--- src/rtl/seven_seg_rx.sv ---
// Receiver for a two-digit multiplexed seven-segment bus: filters bus glitches,
// decodes glyphs to hex nibbles and assembles high/low pairs with staleness timeout.
module seven_seg_rx #(
  parameter int STABLE_CYCLES = 16,
  parameter int TIMEOUT       = 4096
) (
  input  logic       CLK,
  input  logic       RST,
  input  logic [7:0] seg_in,
  output logic [7:0] dout,
  output logic       valid,
  output logic       upd,
  output logic       err
);

  localparam int STAB_W = $clog2(STABLE_CYCLES + 1);
  localparam int TO_W   = $clog2(TIMEOUT + 1);

  localparam logic [STAB_W-1:0] STAB_MAX = STAB_W'(STABLE_CYCLES);
  localparam logic [STAB_W-1:0] STAB_PRE = STAB_W'(STABLE_CYCLES - 1);
  localparam logic [STAB_W-1:0] STAB_ONE = STAB_W'(1'b1);
  localparam logic [TO_W-1:0]   TO_MAX   = TO_W'(TIMEOUT);
  localparam logic [TO_W-1:0]   TO_PRE   = TO_W'(TIMEOUT - 1);
  localparam logic [TO_W-1:0]   TO_ONE   = TO_W'(1'b1);

  typedef enum logic [1:0] {
    S_IDLE   = 2'd0,
    S_GOT_HI = 2'd1,
    S_GOT_LO = 2'd2
  } state_t;

  // Returns {error, nibble}; segments arrive active-low, so invert before lookup.
  function automatic logic [4:0] decode_glyph(input logic [6:0] seg_n);
    logic [6:0] pat;
    pat = ~seg_n;
    case (pat)
      7'h3F:   decode_glyph = 5'h00;
      7'h06:   decode_glyph = 5'h01;
      7'h5B:   decode_glyph = 5'h02;
      7'h4F:   decode_glyph = 5'h03;
      7'h66:   decode_glyph = 5'h04;
      7'h6D:   decode_glyph = 5'h05;
      7'h7D:   decode_glyph = 5'h06;
      7'h07:   decode_glyph = 5'h07;
      7'h7F:   decode_glyph = 5'h08;
      7'h6F:   decode_glyph = 5'h09;
      7'h77:   decode_glyph = 5'h0A;
      7'h7C:   decode_glyph = 5'h0B;
      7'h39:   decode_glyph = 5'h0C;
      7'h5E:   decode_glyph = 5'h0D;
      7'h79:   decode_glyph = 5'h0E;
      7'h71:   decode_glyph = 5'h0F;
      default: decode_glyph = 5'h10;
    endcase
  endfunction

  logic [7:0]        r_seg_q;
  logic [STAB_W-1:0] r_stab;
  logic [TO_W-1:0]   r_to;
  state_t            r_state;
  logic [4:0]        r_hi;
  logic [4:0]        r_lo;

  logic       w_changed;
  logic       w_capture;
  logic       w_timeout;
  logic       w_sel;
  logic [4:0] w_dec;

  assign w_changed = (seg_in != r_seg_q);
  assign w_capture = !w_changed && (r_stab == STAB_PRE);
  assign w_timeout = !w_capture && (r_to == TO_PRE);
  assign w_sel     = r_seg_q[7];
  assign w_dec     = decode_glyph(r_seg_q[6:0]);

  // Reset value is a blank low digit so the first real pattern registers as a change.
  always_ff @(posedge CLK or posedge RST) begin
    if (RST) begin
      r_seg_q <= 8'hFF;
      r_stab  <= '0;
      r_to    <= '0;
    end else begin
      r_seg_q <= seg_in;
      if (w_changed) begin
        r_stab <= '0;
      end else if (r_stab != STAB_MAX) begin
        r_stab <= r_stab + STAB_ONE;
      end else begin
        r_stab <= r_stab;
      end
      if (w_capture) begin
        r_to <= '0;
      end else if (r_to != TO_MAX) begin
        r_to <= r_to + TO_ONE;
      end else begin
        r_to <= r_to;
      end
    end
  end

  always_ff @(posedge CLK or posedge RST) begin
    if (RST) begin
      r_state <= S_IDLE;
      r_hi    <= 5'h00;
      r_lo    <= 5'h00;
      dout    <= 8'h00;
      valid   <= 1'b0;
      upd     <= 1'b0;
      err     <= 1'b0;
    end else begin
      upd <= 1'b0;
      if (w_capture) begin
        case (r_state)
          S_IDLE: begin
            if (!w_sel) begin
              r_hi    <= w_dec;
              r_state <= S_GOT_HI;
            end else begin
              r_lo    <= w_dec;
              r_state <= S_GOT_LO;
            end
          end
          S_GOT_HI: begin
            if (!w_sel) begin
              r_hi <= w_dec;
            end else begin
              dout    <= {r_hi[3:0], w_dec[3:0]};
              err     <= r_hi[4] | w_dec[4];
              valid   <= 1'b1;
              upd     <= 1'b1;
              r_hi    <= 5'h00;
              r_lo    <= 5'h00;
              r_state <= S_IDLE;
            end
          end
          S_GOT_LO: begin
            if (w_sel) begin
              r_lo <= w_dec;
            end else begin
              dout    <= {w_dec[3:0], r_lo[3:0]};
              err     <= w_dec[4] | r_lo[4];
              valid   <= 1'b1;
              upd     <= 1'b1;
              r_hi    <= 5'h00;
              r_lo    <= 5'h00;
              r_state <= S_IDLE;
            end
          end
          default: begin
            r_hi    <= 5'h00;
            r_lo    <= 5'h00;
            r_state <= S_IDLE;
          end
        endcase
      end else if (w_timeout) begin
        // Stale: drop any half-built pair but keep the last value visible.
        valid   <= 1'b0;
        r_hi    <= 5'h00;
        r_lo    <= 5'h00;
        r_state <= S_IDLE;
      end else begin
        r_state <= r_state;
      end
    end
  end

endmodule

--- config.mk ---
export PLATFORM = sky130hd
export DESIGN_NAME = seven_seg_rx
export DESIGN_NICKNAME = d
export VERILOG_FILES = /design/src/rtl/seven_seg_rx.sv
export SDC_FILE = /design/constraint.sdc
export NUM_CORES = 1
export LEC_CHECK = 0
export BUFFER_PORTS_ARGS = -buffer_cell sky130_fd_sc_hd__buf_2
export CAP_MARGIN = 10
export CORE_MARGIN = 8
export CORE_UTILIZATION = 50
export CTS_CLUSTER_DIAMETER = 100
export DETAILED_ROUTE_END_ITERATION = 10
export PLACE_DENSITY = 0.68
export SLEW_MARGIN = 20
export SYNTH_ARGS = -nofsm -noshare
export SYNTH_HDL_FRONTEND = slang
export SYNTH_SLANG_ARGS = --single-unit
--- constraint.sdc ---
create_clock -name CLK -period 2.5 [get_ports CLK]
set_input_delay 0.125 -clock CLK [delete_from_list [all_inputs] [get_ports CLK]]
set_output_delay 0.125 -clock CLK [all_outputs]
set_load 0.005 [all_outputs]
==> results of run 1 <==
==> power groups by stage <==
| stage | Sequential, mW | Combinational [mW] | Clock, mW |
|---|---|---|---|
| final | 0.829 | 0.0962 | 0.496 |
| after global routing | 0.833 | 0.107 | 0.549 |
| after CTS | 0.829 | 0.0976 | 0.515 |
| after detailed placement | 0.844 | 0.0874 | 0 |
| after global placement | 0.843 | 0.0857 | 0 |
| after floorplan | 0.825 | 0.0847 | 0 |
==> through the flow <==
stage	instance area, um2	hold WS [ns]	util, %	std cells
finish	2980	0.366	57.9	349
CTS	2970	0.372	57.9	349
detailed placement	2790	0.171	54.3	332
global route	2980	0.407	57.9	349
global placement	2790	0.156	54.3	332
floorplan	2670	0.129	-	253
==> flip-flops by register name, summed over array words and instances (netlist names) <==
name	count
err	1
r_state	2
r_lo	5
r_to	13
r_hi	5
upd	1
r_seg_q	8
dout	8
valid	1
r_stab	5
==> kinds of logic (layout without fill, tap and decap cells) <==
logic type | after synthesis | count (layout) | share of synthesized area [%]
AOI/OAI and AO/OA | 52 | 52 | 15.3
xor gates and xnor gates | 21 | 21 | 6.88
adders and majority gates | 5 | 5 | 2.34
buffers and inverters | 24 | 50 | 4.82
DFF | 49 | 49 | 46.2
muxes | 5 | 5 | 1.92
and+or+nand+nor | 97 | 97 | 22.6
==> worst register-to-register path, cell delays in order (launching register included) <==
cell      delay [ns]
dfstp_2         0.70
xor2_1          0.15
nor4_4          0.39
and3_4          0.34
nand2_2         0.17
inv_2           0.12
o311ai_1        0.10
o21a_1          0.13
==> layer usage <==
metal | wire length, um | global-route usage [%] | share of wire (%) | up-vias
li1 | - | - | - | 954
met1 | 2420 | 19.1 | 46 | 933
met2 | 2560 | 22.8 | 49 | 30
met3 | 187 | 2.67 | 3.6 | 8
met4 | 42 | 4.08 | 0.81 | 0
met5 | 0 | 0 | 0 | -
==> timing repair <==
action | CTS | global route
gates resized for setup | 0 | 1
hold endpoints to repair | 21 | 0
setup endpoints to repair | 0 | 1
hold buffers | 9 | 0
==> cell usage in the layout (no fill, tap or decap), types with 4 or more instances in the layout <==
| cell | instances |
|---|---|
| nand2b_1 | 6 |
| nand3_1 | 7 |
| nor2_1 | 29 |
| dfrtp_1 | 41 |
| nand2_1 | 10 |
| dlygate4sd3_1 | 9 |
| a21o_1 | 8 |
| xor2_1 | 16 |
| buf_2 | 20 |
| clkbuf_8 | 5 |
| dfstp_2 | 8 |
| o21ai_0 | 5 |
| o2bb2ai_1 | 7 |
| xnor2_1 | 5 |
| a211oi_1 | 7 |
| nor3_1 | 4 |
| inv_1 | 9 |
| mux2i_1 | 4 |
| ha_1 | 5 |
| nand4_1 | 6 |
==> cell type report <==
type | instances | area [um2]
Fill cell | 454 | 2160
Clock buffer | 5 | 68.8
Multi-Input combinational cell | 180 | 1310
Inverter | 11 | 41.3
Clock inverter | 3 | 26.3
Timing Repair Buffer | 31 | 205
Sequential cell | 49 | 1240
Tap cell | 70 | 87.6
==> path summary, 6_finish.rpt <==
check	startpoint	end	slack [ns]	depth (start not counted)
max in group asynchronous	RST	r_to[4]$_DFFE_PP0P_	1.40	4
setup reg to reg	r_seg_q[2]$_DFF_PP1_	err$_DFFE_PP0P_	0.31	7
setup / recovery	r_seg_q[2]$_DFF_PP1_	err$_DFFE_PP0P_	0.31	7
min in group CLK	dout[0]$_DFFE_PP0P_	dout[0]$_DFFE_PP0P_	0.48	1
hold reg to reg	dout[0]$_DFFE_PP0P_	dout[0]$_DFFE_PP0P_	0.48	1
hold / removal	RST	dout[2]$_DFFE_PP0P_	0.37	3
==> impl_metrics.json, run 1 <==
{
  "outcome": "completed",
  "core_area_um2": 5140,
  "viasPerCell": 5.52,
  "syn_area_um2": 2670,
  "cp_num_buf_inv": 1,
  "hold_viol_final": 0,
  "ys_types": 63,
  "finalPower_mw": 1.42,
  "cts.path.max_buffers": 2,
  "vias": 1925,
  "post-synth-top-count-cell": "dfrtp_1",
  "synth_fp_nets": 268,
  "required_ns": 2.71,
  "synth_top_area_share_pct": 38.4,
  "drv_slew": 0,
  "cts_sinks": 49,
  "async_reset_ff_share_pct": 100,
  "worstSetupEndpointType": "flip-flop",
  "cts_tree": "done",
  "drc_errors": 0,
  "io_pins": 21,
  "worstMarginPinSlew_ns": 0.659,
  "cts.clk_slew.worst_paths_ns": 0.10,
  "synth_area_leader_cell": "dfrtp_1",
  "finalCriticalPeriod_ns": 2.19,
  "peakVddDrop_v": 0.000314,
  "critPathMaxStageDelay_ns": 0.70,
  "clock_latency_ns": 0.31,
  "relSlewSlack_pct": 55.6,
  "antenna_found_initial": 0,
  "finalSetupTns_ns": 0,
  "synth_seq_cells": 49,
  "htreeDepth": 2,
  "overflow": 0,
  "cts_buffers": 5,
  "synth_edf_count": 0,
  "finalSetupViolCount": 0,
  "die_y_um": 89.1,
  "start_util_pct": 52.0,
  "worstPathArrival_ns": 2.41,
  "swShare_pct": 25.9,
  "power_density_nw_per_um2": 477,
  "worstSetupPathType": "flip-flop to flip-flop",
  "num_antenna_cells": 0,
  "grtUsageTotal_pct": 14.3,
  "cts_setup_buffers": 0,
  "crit_chain": "xor2_1 -> nor4_4 -> and3_4 -> nand2_2 -> inv_2 -> o311ai_1 -> o21a_1",
  "clkPwrFrac_pct": 34.9,
  "place_ws_ns": 0.202,
  "synthCells": 253,
  "finalWorstSetupSlack_ns": 0.308,
  "yosysSeqAreaShare_pct": 46.2,
  "worstHoldPathType": "input pin to asynchronous set/reset pin",
  "fmax_mhz": 456,
  "die_w_um": 89.1,
  "path_delay_family": "simple AND/OR/NAND/NOR gates",
  "fin_nets": 293,
  "intPower_mw": 1.05,
  "grt_pass1_wl_um": 8780,
  "drt-pass1-iter-count": 6,
  "drt-initial-drc-count": 92,
  "portBuffers": 20,
  "grt_pass1_vias": 1824,
  "worst_clock_skew_ns": 0.0117,
  "syn-mean-instance-area_um2": 10.6,
  "crit_slowest_cell": "dfstp_2",
  "dp_hpwl_um": 3700,
  "ys_top_cells_by_area": "dfrtp_1 38%, dfstp_2 7.9%, xor2_1 5.2%, nor2_1 4.1%, nor4_4 2.4%",
  "gp_congestion": 0.807,
  "pwr-share-comb_pct": 6.8,
  "clockRootBuffer": "clkbuf_8",
  "cap_violations": 0,
  "syn2layout_area_growth_pct": 11.4,
  "grt_max_degree": 29,
  "post_drt_wl_per_cell_um": 14.9,
  "power.switching_mw": 0.369,
  "routed_wl_um": 5200,
  "rsz0062_at_grt": "false",
  "critPathLaunchType": "flip-flop",
  "pwr-share-seq_pct": 58.4,
  "row_count": 26,
  "p_leak_nw": 1.35,
  "antenna_left": 0,
  "period_share_pct": 87.7,
  "synth-main-ff-cell": "dfrtp_1",
  "die-area_um2": 7940,
  "yosys-top-cells-count": "41 x dfrtp_1, 29 x nor2_1, 16 x xor2_1, 10 x inv_1, 10 x nand2_1",
  "worstPathMaxFanout": 14,
  "yosysWarnings": 0,
  "drive_gt1_share_pct": 19.7
}
No activity file was read; power rests on OpenSTA's default activity.
==> run 2: changes to the inputs <==
--- a/config.mk
+++ b/config.mk
@@ -5,13 +5,14 @@
 export SDC_FILE = /design/constraint.sdc
 export NUM_CORES = 1
 export LEC_CHECK = 0
+export ABC_CLOCK_PERIOD_IN_PS = 2500
 export BUFFER_PORTS_ARGS = -buffer_cell sky130_fd_sc_hd__buf_2
 export CAP_MARGIN = 10
 export CORE_MARGIN = 8
 export CORE_UTILIZATION = 50
 export CTS_CLUSTER_DIAMETER = 100
 export DETAILED_ROUTE_END_ITERATION = 10
-export PLACE_DENSITY = 0.68
+export PLACE_DENSITY = 0.78
 export SLEW_MARGIN = 20
 export SYNTH_ARGS = -nofsm -noshare
 export SYNTH_HDL_FRONTEND = slang
==> impl_metrics.json, run 2 (synthesized netlist as in run 1, its figures left out) <==
{
  "outcome": "complete, but fails checks",
  "violations": "hold timing",
  "vias": 1971,
  "ff2ff_path_depth": 6,
  "p_leak_nw": 1.35,
  "antenna_left": 0,
  "grt_max_degree": 50,
  "dpl_cell_area_um2": 2790,
  "largest_register_ffs": 13,
  "finalNonFillerCells": 348,
  "ctsResizeCount": 0,
  "cap_violations": 0,
  "grtUsageTotal_pct": 14.6,
  "peakVddDrop_v": 0.000285,
  "cts_hold_buf": 8,
  "fmax_mhz": 450,
  "post_drt_wl_per_cell_um": 15.2,
  "die_y_um": 89.1,
  "overflow": 0,
  "critPathLaunchType": "flip-flop",
  "worstPathArrival_ns": 2.43,
  "routed_wl_um": 5290,
  "antenna_found_initial": 0,
  "finalSetupTns_ns": 0,
  "hold_viol_final": 41,
  "cts_buffers": 5,
  "portBuffers": 20,
  "cts_setup_buffers": 0,
  "worstPathMaxFanout": 17,
  "top_register": "r_to",
  "core_area_um2": 5140,
  "cts.path.max_buffers": 2,
  "crit_path_start": "r_seg_q[2]$_DFF_PP1_",
  "fin_nets": 292,
  "top_regs": "r_to (13), dout (8), r_seg_q (8)",
  "io_pins": 21,
  "period_share_pct": 88.9,
  "final_common_cell": "dfrtp_1",
  "drc_errors": 0,
  "finalSetupViolCount": 0,
  "grt_pass1_vias": 1982,
  "worstMarginPinSlew_ns": 0.821,
  "syn2layout_area_growth_pct": 10.6,
  "htreeDepth": 2,
  "critPathMaxStageDelay_ns": 0.70,
  "drt-pass1-iter-count": 4,
  "worst_clock_skew_ns": 0.00579,
  "cts_tree": "done",
  "worstHoldPathType": "input pin to asynchronous set/reset pin",
  "worstSetupPathType": "flip-flop to flip-flop",
  "gp_congestion": 0.863,
  "mostFrequentLayoutCells": "41 x dfrtp_1, 29 x nor2_1, 20 x buf_2, 16 x xor2_1, 10 x nand2_1",
  "power_density_nw_per_um2": 471,
  "cts.clk_slew.worst_paths_ns": 0.09,
  "worstSetupEndpointType": "flip-flop",
  "viasPerCell": 5.66,
  "required_ns": 2.70,
  "relSlewSlack_pct": 45.2,
  "clock_latency_ns": 0.30,
  "finalCriticalPeriod_ns": 2.22,
  "crit_slowest_cell": "dfstp_2",
  "die-area_um2": 7940,
  "num_antenna_cells": 0,
  "start_util_pct": 52.0,
  "row_count": 26,
  "clockRootBuffer": "clkbuf_8",
  "final_cell_area_um2": 2960,
  "grt_pass1_wl_um": 9210,
  "dp_hpwl_um": 3750,
  "rsz0062_at_grt": "false",
  "die_w_um": 89.1,
  "cts_sinks": 49,
  "drive_gt1_share_pct": 19.4,
  "worst_hold_slack_ns": -0.0505,
  "placed_cells": 332,
  "r2r_start": "r_seg_q[2]$_DFF_PP1_",
  "drv_slew": 0,
  "drt-initial-drc-count": 144,
  "crit_chain": "xor2_1 -> nor4_4 -> and3_2 -> buf_4 -> nor2_1 -> a22o_1"
}
run 2: power breakdown:
part | internal (mW) | switching [mW]
Sequential | 0.805 | 0.0248
Clock | 0.200 | 0.267
Combinational | 0.0423 | 0.0532
run 2: worst max-delay path, delay by kind of cell, from the launching register on:
| kind | cells | cell delay, ns |
|---|---|---|
| buf+inv | 1 | 0.24 |
| xor+xnor | 1 | 0.15 |
| compound gates | 1 | 0.24 |
| simple gates | 3 | 0.81 |
| flops | 1 | 0.70 |
run 2: metrics by stage:
| stage | power, mW | util (%) | setup WS (ns) |
|---|---|---|---|
| after floorplan | 0.909 | - | 0.699 |
| after global placement | 0.928 | 54.3 | 0.385 |
| after detailed placement | 0.931 | 54.3 | 0.306 |
| after CTS | 1.41 | 57.5 | 0.297 |
| after global routing | 1.45 | 57.5 | 0.131 |
| final | 1.39 | 57.5 | 0.276 |
run 2: path summary, 6_finish.rpt:
| path | to | slack [ns] |
|---|---|---|
| worst max-delay path | r_state[1]$_DFFE_PP0P_ | 0.28 |
| worst min-delay path | r_stab[3]$_DFFE_PP0P_ | -0.05 |
| worst max register to register | r_state[1]$_DFFE_PP0P_ | 0.28 |
| worst min register to register | dout[5]$_DFFE_PP0P_ | 0.48 |
| max in group asynchronous | dout[1]$_DFFE_PP0P_ | 2.06 |
| min in group CLK | dout[5]$_DFFE_PP0P_ | 0.48 |
run 2: cell type report:
| class | instances | area (um2) |
|---|---|---|
| inverters | 11 | 42.5 |
| clock inverters | 2 | 13.8 |
| repair buffers | 30 | 195 |
| multi-input cells | 180 | 1310 |
| flip-flops and latches | 49 | 1240 |
| well taps | 70 | 87.6 |
| clock buffers | 6 | 72.6 |
| fillers | 470 | 2180 |
run 2: per-layer routing:
layer	share of wire (%)	wire length (um)	track usage, %
met1	45	2400	17.9
met5	0	0	0
met2	48	2560	24.3
met3	3.6	188	2.85
met4	2.7	144	5.89
==> run 3: changes to the inputs <==
--- a/config.mk
+++ b/config.mk
@@ -8,7 +8,7 @@
 export ABC_CLOCK_PERIOD_IN_PS = 2500
 export BUFFER_PORTS_ARGS = -buffer_cell sky130_fd_sc_hd__buf_2
 export CAP_MARGIN = 10
-export CORE_MARGIN = 8
+export CORE_MARGIN = 2
 export CORE_UTILIZATION = 50
 export CTS_CLUSTER_DIAMETER = 100
 export DETAILED_ROUTE_END_ITERATION = 10
==> impl_metrics.json, run 3 (synthesized netlist as in run 1, its figures left out) <==
{
  "worstMarginPinSlew_ns": 0.670,
  "grt_pass1_wl_um": 8850,
  "drc_errors": 0,
  "top_regs": "r_to (13), dout (8), r_seg_q (8)",
  "mostFrequentLayoutCells": "41 x dfrtp_1, 29 x nor2_1, 20 x buf_2, 16 x xor2_1, 10 x nand2_1",
  "critPathLaunchType": "flip-flop",
  "cts_tree": "done",
  "die-area_um2": 5950,
  "worstPathArrival_ns": 2.41,
  "dp_hpwl_um": 3560,
  "critPathMaxStageDelay_ns": 0.69,
  "crit_slowest_cell": "dfstp_2",
  "fmax_mhz": 456,
  "finalSetupTns_ns": 0,
  "viasPerCell": 5.63,
  "io_pins": 21,
  "ff2ff_path_depth": 6,
  "worstPathMaxFanout": 18,
  "drv_slew": 0,
  "clock_latency_ns": 0.31,
  "final_util_pct": 58.0,
  "start_util_pct": 52.0,
  "num_antenna_cells": 0,
  "cts_buffers": 5,
  "cap_violations": 0,
  "worst_clock_skew_ns": 0.00997,
  "rrSetupSlack_ns": 0.30,
  "antenna_left": 0,
  "row_count": 26,
  "p_leak_nw": 1.36,
  "cts_sinks": 49,
  "n_fill_cell": 478,
  "clockRootBuffer": "clkbuf_8",
  "power_density_nw_per_um2": 478,
  "finalWorstSetupSlack_ns": 0.305,
  "largest_register_ffs": 13,
  "grt_pass1_vias": 1922,
  "post_drt_wl_per_cell_um": 14.4,
  "rr_endpoint": "r_state[1]$_DFFE_PP0P_",
  "routed_wl_um": 5030,
  "hold_viol_final": 0,
  "worstHoldPathType": "input pin to asynchronous set/reset pin",
  "vias": 1969,
  "cts.path.max_buffers": 2,
  "htreeDepth": 2,
  "die_w_um": 77.1,
  "antenna_found_initial": 0,
  "finalCriticalPeriod_ns": 2.20,
  "syn2layout_area_growth_pct": 11.5,
  "worstSetupEndpointType": "flip-flop",
  "ctsResizeCount": 0,
  "drive_gt1_share_pct": 20.0,
  "required_ns": 2.71,
  "rsz0062_at_grt": "false",
  "portBuffers": 20,
  "core_area_um2": 5140,
  "final_common_cell": "dfrtp_1",
  "worstSetupPathType": "flip-flop to flip-flop",
  "peakVddDrop_v": 0.000281,
  "gp_congestion": 0.823,
  "cts.clk_slew.worst_paths_ns": 0.10,
  "period_share_pct": 87.8,
  "die_y_um": 77.1,
  "drt-initial-drc-count": 143,
  "grt_max_degree": 19,
  "grtUsageTotal_pct": 18.6,
  "finalSetupViolCount": 0,
  "crit_chain": "xor2_1 -> nor4_4 -> and3_2 -> buf_4 -> nor2_1 -> a22o_1",
  "r2r_start": "r_seg_q[2]$_DFF_PP1_",
  "place_ws_ns": 0.321,
  "fin_nets": 294,
  "drt-pass1-iter-count": 5,
  "outcome": "completed",
  "overflow": 0,
  "relSlewSlack_pct": 54.8,
  "top_register": "r_to"
}
[run 3: cell types whose count changed in the layout (fill, tap and decap cells not counted)]
cell,change
inv_2,+1
buf_4,+1
clkbuf_1,-1
inv_6,-1
clkinv_2,-2
inv_8,+1
clkinvlp_4,+2
dlygate4sd3_1,+1
[run 3: how the worst max path moves through the flow]
stage | startpoint | to | slack, ns | depth (start not counted)
3_5_place_dp | r_seg_q[2]$_DFF_PP1_ | r_state[1]$_DFFE_PP0P_ | 0.32 | 6
4_1_cts | r_seg_q[2]$_DFF_PP1_ | r_state[1]$_DFFE_PP0P_ | 0.31 | 6
3_3_place_gp | r_seg_q[2]$_DFF_PP1_ | r_state[1]$_DFFE_PP0P_ | 0.38 | 6
6_report | r_seg_q[2]$_DFF_PP1_ | r_state[1]$_DFFE_PP0P_ | 0.30 | 6
2_1_floorplan | r_seg_q[6]$_DFF_PP1_ | r_lo[4]$_DFFE_PP0P_ | 0.70 | 6
5_1_grt | r_seg_q[2]$_DFF_PP1_ | dout[6]$_DFFE_PP0P_ | 0.12 | 5
[run 3: worst max-delay path, delay by kind of cell (launching register included)]
family / cells / cell delay (ns)
AO/OA/AOI/OAI: 1 / 0.24
XOR/XNOR: 1 / 0.15
buffers and inverters: 1 / 0.23
flip-flops: 1 / 0.69
AND/OR/NAND/NOR: 3 / 0.79
[run 3: routing by layer]
layer	up-vias	GRT usage, %	routed length [um]
met5	-	0	0
met4	0	6.96	49
met3	6	4.00	129
met2	28	29.8	2410
met1	971	24.8	2440
li1	964	-	-
[run 3: area by class of cell]
class	instances	area [um2]	area share, %
clock buffers	5	68.8	2.31
inverters	11	41.3	1.38
clock inverters	3	26.3	0.881
multi-input cells	180	1310	43.9
flip-flops and latches	49	1240	41.5
well taps	70	87.6	2.94
repair buffers	32	213	7.13
[run 3: timing repair]
item,CTS,global route
hold buffers,9,0
setup buffers,0,0
endpoints found under the hold margin,24,0
[run 3: power breakdown]
part           switching, mW  internal [mW]
Clock                  0.294          0.204
Sequential            0.0246          0.805
Combinational         0.0525         0.0446
Total                  0.371           1.05
[run 3: stage by stage]
step | area, um2 | power [mW] | instances | hold WS [ns]
after CTS | 2980 | 1.44 | 350 | 0.324
after global routing | 2980 | 1.48 | 350 | 0.359
final | 2980 | 1.42 | 350 | 0.317
after floorplan | 2670 | 0.909 | 253 | 0.129
after detailed placement | 2800 | 0.931 | 333 | 0.122
after global placement | 2800 | 0.930 | 333 | 0.123
